`src/rtl/antenna_frame_framer.sv`:
```
// antenna_frame_framer: keeps the first DESIRED_FRAME_SIZE samples of each frame and streams them out through a small FIFO
module antenna_frame_framer #(
  parameter int FRAME_SIZE         = 2048,
  parameter int DESIRED_FRAME_SIZE = 2000,
  parameter int INPUT_DATA_WIDTH   = 16,
  parameter int INPUT_ELEMENTS     = 4,
  parameter int FIFO_DEPTH         = 16,
  localparam int DW = INPUT_ELEMENTS * 2 * INPUT_DATA_WIDTH
) (
  input  logic          clk,
  input  logic          reset,
  input  logic          in_valid,
  input  logic          in_sof,
  input  logic [DW-1:0] in_data,
  output logic          out_valid,
  input  logic          out_ready,
  output logic [DW-1:0] out_data,
  output logic          out_sof,
  output logic          out_eof,
  output logic [15:0]   frame_cnt,
  output logic          overflow,
  output logic          sync_err
);
  localparam int IW = $clog2(FRAME_SIZE);
  localparam int AW = $clog2(FIFO_DEPTH);
  localparam int EW = DW + 2;
  typedef enum logic [1:0] {IDLE, KEEP, SKIP} state_t;
  state_t r_state, w_state_nxt;
  logic [IW-1:0] r_idx, w_idx, w_idx_nxt;
  logic w_adv, w_keep, w_resync;
  logic r_st_vld;
  logic [EW-1:0] r_st_ent, w_head;
  logic [EW-1:0] r_mem [FIFO_DEPTH];
  logic [AW:0] r_wp, r_rp;
  logic w_empty, w_full, w_rd, w_push;
  logic [15:0] r_frame_cnt;
  logic r_overflow, r_sync_err;
  // Frame tracking: an in_sof always restarts at index 0; otherwise the index advances in KEEP/SKIP
  always_comb begin
    w_adv       = in_valid && (r_state != IDLE || in_sof);
    w_keep      = w_adv && (in_sof || r_state == KEEP);
    w_resync    = in_valid && in_sof && r_state != IDLE && r_idx != '0;
    w_idx       = in_sof ? '0 : r_idx;
    w_idx_nxt   = r_idx;
    w_state_nxt = r_state;
    if (w_adv) begin
      w_idx_nxt   = (w_idx == IW'(FRAME_SIZE - 1)) ? '0 : w_idx + 1'b1;
      w_state_nxt = (w_idx == IW'(FRAME_SIZE - 1)) ? KEEP :
                    (w_idx == IW'(DESIRED_FRAME_SIZE - 1)) ? SKIP :
                    w_keep ? KEEP : SKIP;
    end
  end
  // State, index and the one-deep capture stage feeding the FIFO
  always_ff @(posedge clk) begin
    if (reset) begin
      r_state  <= IDLE;
      r_idx    <= '0;
      r_st_vld <= 1'b0;
      r_st_ent <= '0;
    end else begin
      r_state  <= w_state_nxt;
      r_idx    <= w_idx_nxt;
      r_st_vld <= w_keep;
      r_st_ent <= {w_idx == '0, w_idx == IW'(DESIRED_FRAME_SIZE - 1), in_data};
    end
  end
  assign w_empty   = r_wp == r_rp;
  assign w_full    = (r_wp[AW] != r_rp[AW]) && (r_wp[AW-1:0] == r_rp[AW-1:0]);
  assign w_rd      = !w_empty && out_ready;
  assign w_push    = r_st_vld && (!w_full || w_rd);
  assign w_head    = w_empty ? '0 : r_mem[r_rp[AW-1:0]];
  assign out_valid = !w_empty;
  assign {out_sof, out_eof, out_data} = w_head;
  assign frame_cnt = r_frame_cnt;
  assign overflow  = r_overflow;
  assign sync_err  = r_sync_err;
  // FIFO storage, not reset since pointers define validity
  always_ff @(posedge clk) begin
    if (w_push) r_mem[r_wp[AW-1:0]] <= r_st_ent;
  end
  // FIFO pointers, completed-frame counter and sticky error flags
  always_ff @(posedge clk) begin
    if (reset) begin
      r_wp        <= '0;
      r_rp        <= '0;
      r_frame_cnt <= '0;
      r_overflow  <= 1'b0;
      r_sync_err  <= 1'b0;
    end else begin
      if (w_push) r_wp <= r_wp + 1'b1;
      if (w_rd) r_rp <= r_rp + 1'b1;
      if (w_rd && out_eof) r_frame_cnt <= r_frame_cnt + 1'b1;
      if (r_st_vld && w_full && !w_rd) r_overflow <= 1'b1;
      if (w_resync) r_sync_err <= 1'b1;
    end
  end
endmodule
```
`config.mk`:
```
export PLATFORM = sky130hd
export DESIGN_NAME = antenna_frame_framer
export DESIGN_NICKNAME = d
export VERILOG_FILES = /design/src/rtl/antenna_frame_framer.sv
export SDC_FILE = /design/constraint.sdc
export NUM_CORES = 2
export LEC_CHECK = 0
export CORE_ASPECT_RATIO = 0.5
export CORE_MARGIN = 3
export CORE_UTILIZATION = 39
export DETAILED_ROUTE_END_ITERATION = 7
export GPL_TIMING_DRIVEN = 0
export PLACE_DENSITY = 0.61
export SYNTH_ARGS = -nofsm -noshare
export SYNTH_HDL_FRONTEND = slang
export SYNTH_SLANG_ARGS = --single-unit
```
`constraint.sdc`:
```
create_clock -name clk -period 16.5 [get_ports clk]
set_input_delay 2.475 -clock clk [delete_from_list [all_inputs] [get_ports clk]]
set_output_delay 2.475 -clock clk [all_outputs]
set_load 0.03 [all_outputs]
```
# Yosys cells after proc, flatten, opt, wreduce, memory -nomap -nowiden
# Memory sizes are Yosys's and may differ from the RTL's. A register that Yosys moved wholly into a read port is not among the register bits.
# Cells that the tools add are included.
# classes
mux,10
eq_ne,6
n_reduce_logical,20
addsub,4
# ops
cell,n
2-to-1 mux 130 bit,1
equality test 11 bit (second input constant),2
2-to-1 mux 11 bit,2
adder 16 x 1 -> 16 bit (second input constant),1
adder 11 x 1 -> 11 bit (second input constant),1
logical AND 1 bit,11
logical NOT 11 bit,1
nonzero test 11 bit,1
adder 5 x 1 -> 5 bit (second input constant),2
2-to-1 mux 4 bit,2
2-to-1 mux 2 bit,3
equality test 5 bit,1
equality test 4 bit,1
logical NOT 1 bit,3
logical OR 1 bit,3
equality test 2 x 1 -> 1 bit (second input constant),1
2-to-1 mux 1 bit,2
nonzero test 2 bit,1
!= test 1 bit,1
# word_totals
ram_bits,2080
out_inout_bits,149
n_memories,1
in_bits,133
regBits,172
wordCells,50
# mem_list
name,words,word_bits,read_ports,rd_ports_with_merged_regs,wr,line_no,source
r_mem,16,130,1,1,1,33,logic [EW-1:0] r_mem [FIFO_DEPTH];

# Logic depth before layout (Yosys ltp)
# depth
depth_word,7
depth_mapped,10

# Worst setup path after synthesis
# OpenSTA, ideal clock, no wires.
# synth_timing
path_kind,in2reg
startpoint,in out_ready
endpoint,"mem r_mem[0][0] (netlist bit), enable pin"
arrival_ns,11.727
slack_ns,3.994
cell_stages,4
setup_time_ns,0.779
cell_sequence,nand2b_1 o21a_1 nand2_1 nor3_1
# synth_between
elab_chain_len,5
# synth_rtl
item,line_no,source
from (decl),16,"input logic out_ready,"
logical AND 1 bit,69,assign w_rd = !w_empty && out_ready;
logical OR 1 bit,70,assign w_push = r_st_vld && (!w_full || w_rd);
logical AND 1 bit,70,
2-to-1 mux 1 bit,79,if (w_push) r_mem[r_wp[AW-1:0]] <= r_st_ent;
2-to-1 mux 1 bit (not written as such),79,
to (decl),33,
# Every way passes these cells.

==> out/qor.yml <==
netlist.area_leader.share_pct: 73.90
worstPathCellList: "buf_4, clkbuf_2, clkbuf_1, buf_2, mux4_2, mux4_2, nor2b_1, clkdlybuf4s50_1"
synth_largest_area_cell: "edfxtp_1"
p_leak_nw: 30.90
cts.sinks: 2256
vias_per_cell: 5.468
cts_buffer_depth: 3
postCtsSetupRepairBufs: 0
crit_top_cell: "mux4_2"
clkTransAtPathRegs_ns: 0.06
io_pins: 282
overflow: 0
syn_area_per_cell_um2: 23.49
port-buffer-count: 280
fp.dieH_um: 335.2
cts_buffers: 204
fin_crit_sh_pct: 47.47
synth-xor-area-share_pct: 0.1036
dieArea_mm2: 0.2227
p_per_area_mw_per_mm2: 120.3
fin_ws_ns: 8.667
stdcell_area_mm2: 0.1005
postCtsHoldBufs: 0
dpl_worst_slack_ns: 9.447
area_growth_pct: 18.95
antenna_found_initial: 7
path_depth: 8
outcome: "completed"
dr.pass1.iters: 7
hold_violations: 0
htree_num_levels: 4
rsz0062_at_grt: "false"
synth_compound_area_share_pct: 0.6010
maxSlewViolCount: 0
finalCriticalPeriod_ns: 7.833
drc: 0
start_kind: "register"
gp_congestion: 0.7478
tns_ns: 0
netlist_instances: 3598
vias: 39910
yosysSeqAreaShare_pct: 78.06
final_net_count: 4391
setup_viol: 0
fmax_ghz: 0.1277
grt_usage_pct: 19.05
fp.dieW_um: 664.4
maxCapViolCount: 0
synth_cell_types: 49
drt_iter0_markers: 4613
dp.final_hpwl_um: 136600
cts_resized: 0
slew_headroom_pct: 3.174
synth.mux.area_fraction_pct: 17.36
synth_area_mm2: 0.08452
wl_per_cell_um: 29.21
max_stage_delay_ns: 1.12
critPathBufInv: 5
clkLatencyLatePin_ns: 0.82
critPathSlowestCell: "clkbuf_1"
syn-num-nets: 3739
grt_pass1_vias: 41740
synth_fa_ha_area_share_pct: 0.1184
synth_edf_count: 2080
p_total_mw: 12.10
synth_common_cells: "edfxtp_1 (2080), mux4_2 (648), nor2b_1 (261)"
critPathKind: "reg2out"
core_mm2: 0.2147
wirelength_um: 213200
drive_gt1_share_pct: 27.81
hold_end: "sync_err$_SDFFE_PP0P_"
grt_pass1_wl_um: 303000
crit_path_max_fanout: 11
worst_r2r_endpoint: "r_mem[0][67]$_DFFE_PP_"
start_util_pct: 39.37
synthTopCellsByArea: "edfxtp_1 (74%), mux4_2 (17%), dfxtp_1 (4.2%)"
ys.warnings.count: 0
utilization_pct: 46.83
ys_ff_latch: 2256
reg2reg_depth: 13
placed_area_mm2: 0.09383
critical_path_arrival_ns: 5.36
ant_nets: 0
synth_top_family_by_area: "multiplexers"
synthSimpleGateAreaFrac_pct: 2.710
synth.most_common_cell: "edfxtp_1"
async_flop_share_pct: 0
synthFlopType: "edfxtp_1"
tightest_slew_ns: 1.452
hp-class: "reg2reg"
hold_depth: 2
grt_max_degree: 22
skew_ns: 0.01872
hold_start: "sync_err$_SDFFE_PP0P_"
end_kind: "primary output"
r2r-start: "r_wp[3]$_SDFFE_PP0P_"
crit_family: "buffers and inverters"
rows: 120
clock-root-buffer: "clkbuf_16"
tritoncts: "yes"
required_ns: 14.03
rrSetupSlack_ns: 12.32
vdd_drop_max_mv: 0.07578
power by group:
part / total, mW / switching (mW) / internal [mW]
Combinational: 0.994 / 0.531 / 0.463
Clock: 4.76 / 2.06 / 2.70
Sequential: 6.35 / 0.0707 / 6.27
routing by layer:
| metal | vias to the layer above | GRT usage, % | share of wire, % |
|---|---|---|---|
| met4 | 0 | 6.229 | 3.0 |
| li1 | 16480 | - | - |
| met2 | 1479 | 32.47 | 51 |
| met1 | 21660 | 25.40 | 40 |
| met5 | - | 0 | 0 |
| met3 | 292 | 2.680 | 6.1 |
logic make-up (layout without fill, tap and decap cells):
| kind of cell | after synthesis | in the layout |
|---|---|---|
| other cells | 0 | 2 |
| simple gates | 389 | 389 |
| compound gates | 78 | 78 |
| flops | 2256 | 2256 |
| buf+inv | 202 | 1034 |
| fa+ha+maj | 8 | 8 |
| xor+xnor | 10 | 10 |
| mux | 655 | 655 |
worst max-delay path by stage:
stage	start	endpoint	slack (ns)
finish	register	out_data[93]	8.67
global route	register	out_data[93]	8.49
CTS	register	out_data[2]	8.54
detailed placement	register	out_data[2]	9.45
global placement	out_ready	r_mem[0][71]$_DFFE_PP_	-9.60
floorplan	out_ready	r_mem[0][0]$_DFFE_PP_	3.99
stage by stage:
stage / hold WS, ns / instances
floorplan: 0.4635 / 3598
global placement: 0.4441 / 6745
detailed placement: 0.4417 / 6911
CTS: 0.4523 / 7297
global route: 0.4649 / 7297
finish: 0.4474 / 7299
worst min-delay path, cell delays in order, from the launching register on:
cell and delay [ns]:
dfxtp_1 0.31, inv_1 0.05, a21oi_1 0.05
final cells by class:
cell class                      count  area [µm²]
Fill cell                       17380      114200
Tap cell                         2867        3587
Antenna cell                        2       5.005
Clock buffer                      267        5624
Clock inverter                    119        1081
Timing Repair Buffer              446        5603
Inverter                           10       37.54
Buffer                            192       857.1
Sequential cell                  2256       65980
Multi-Input combinational cell   1140       17770
flip-flops by register name, summed over array words and instances (netlist names), named ones only:
register / cells
overflow: 1
r_state: 2
r_wp: 5
sync_err: 1
r_idx: 11
r_st_vld: 1
frame_cnt: 16
r_rp: 5
r_st_ent: 130
r_mem: 2080
cells in the final DEF, fill, tap and decap left out, types with 13 or more instances in the layout:
cell type | synthesis | final
a21oi_1 | 21 | 21
buf_12 | 0 | 68
buf_16 | 0 | 19
buf_2 | 89 | 89
buf_6 | 1 | 61
buf_8 | 0 | 13
bufinv_16 | 0 | 19
clkbuf_1 | 98 | 136
clkbuf_16 | 0 | 214
clkdlybuf4s50_1 | 0 | 280
clkinv_1 | 0 | 42
clkinv_2 | 0 | 39
dfxtp_1 | 176 | 176
edfxtp_1 | 2080 | 2080
mux4_2 | 648 | 648
nand2_1 | 20 | 20
nor2_1 | 39 | 27
nor2b_1 | 261 | 261
No activity file was read; power rests on OpenSTA's default activity.
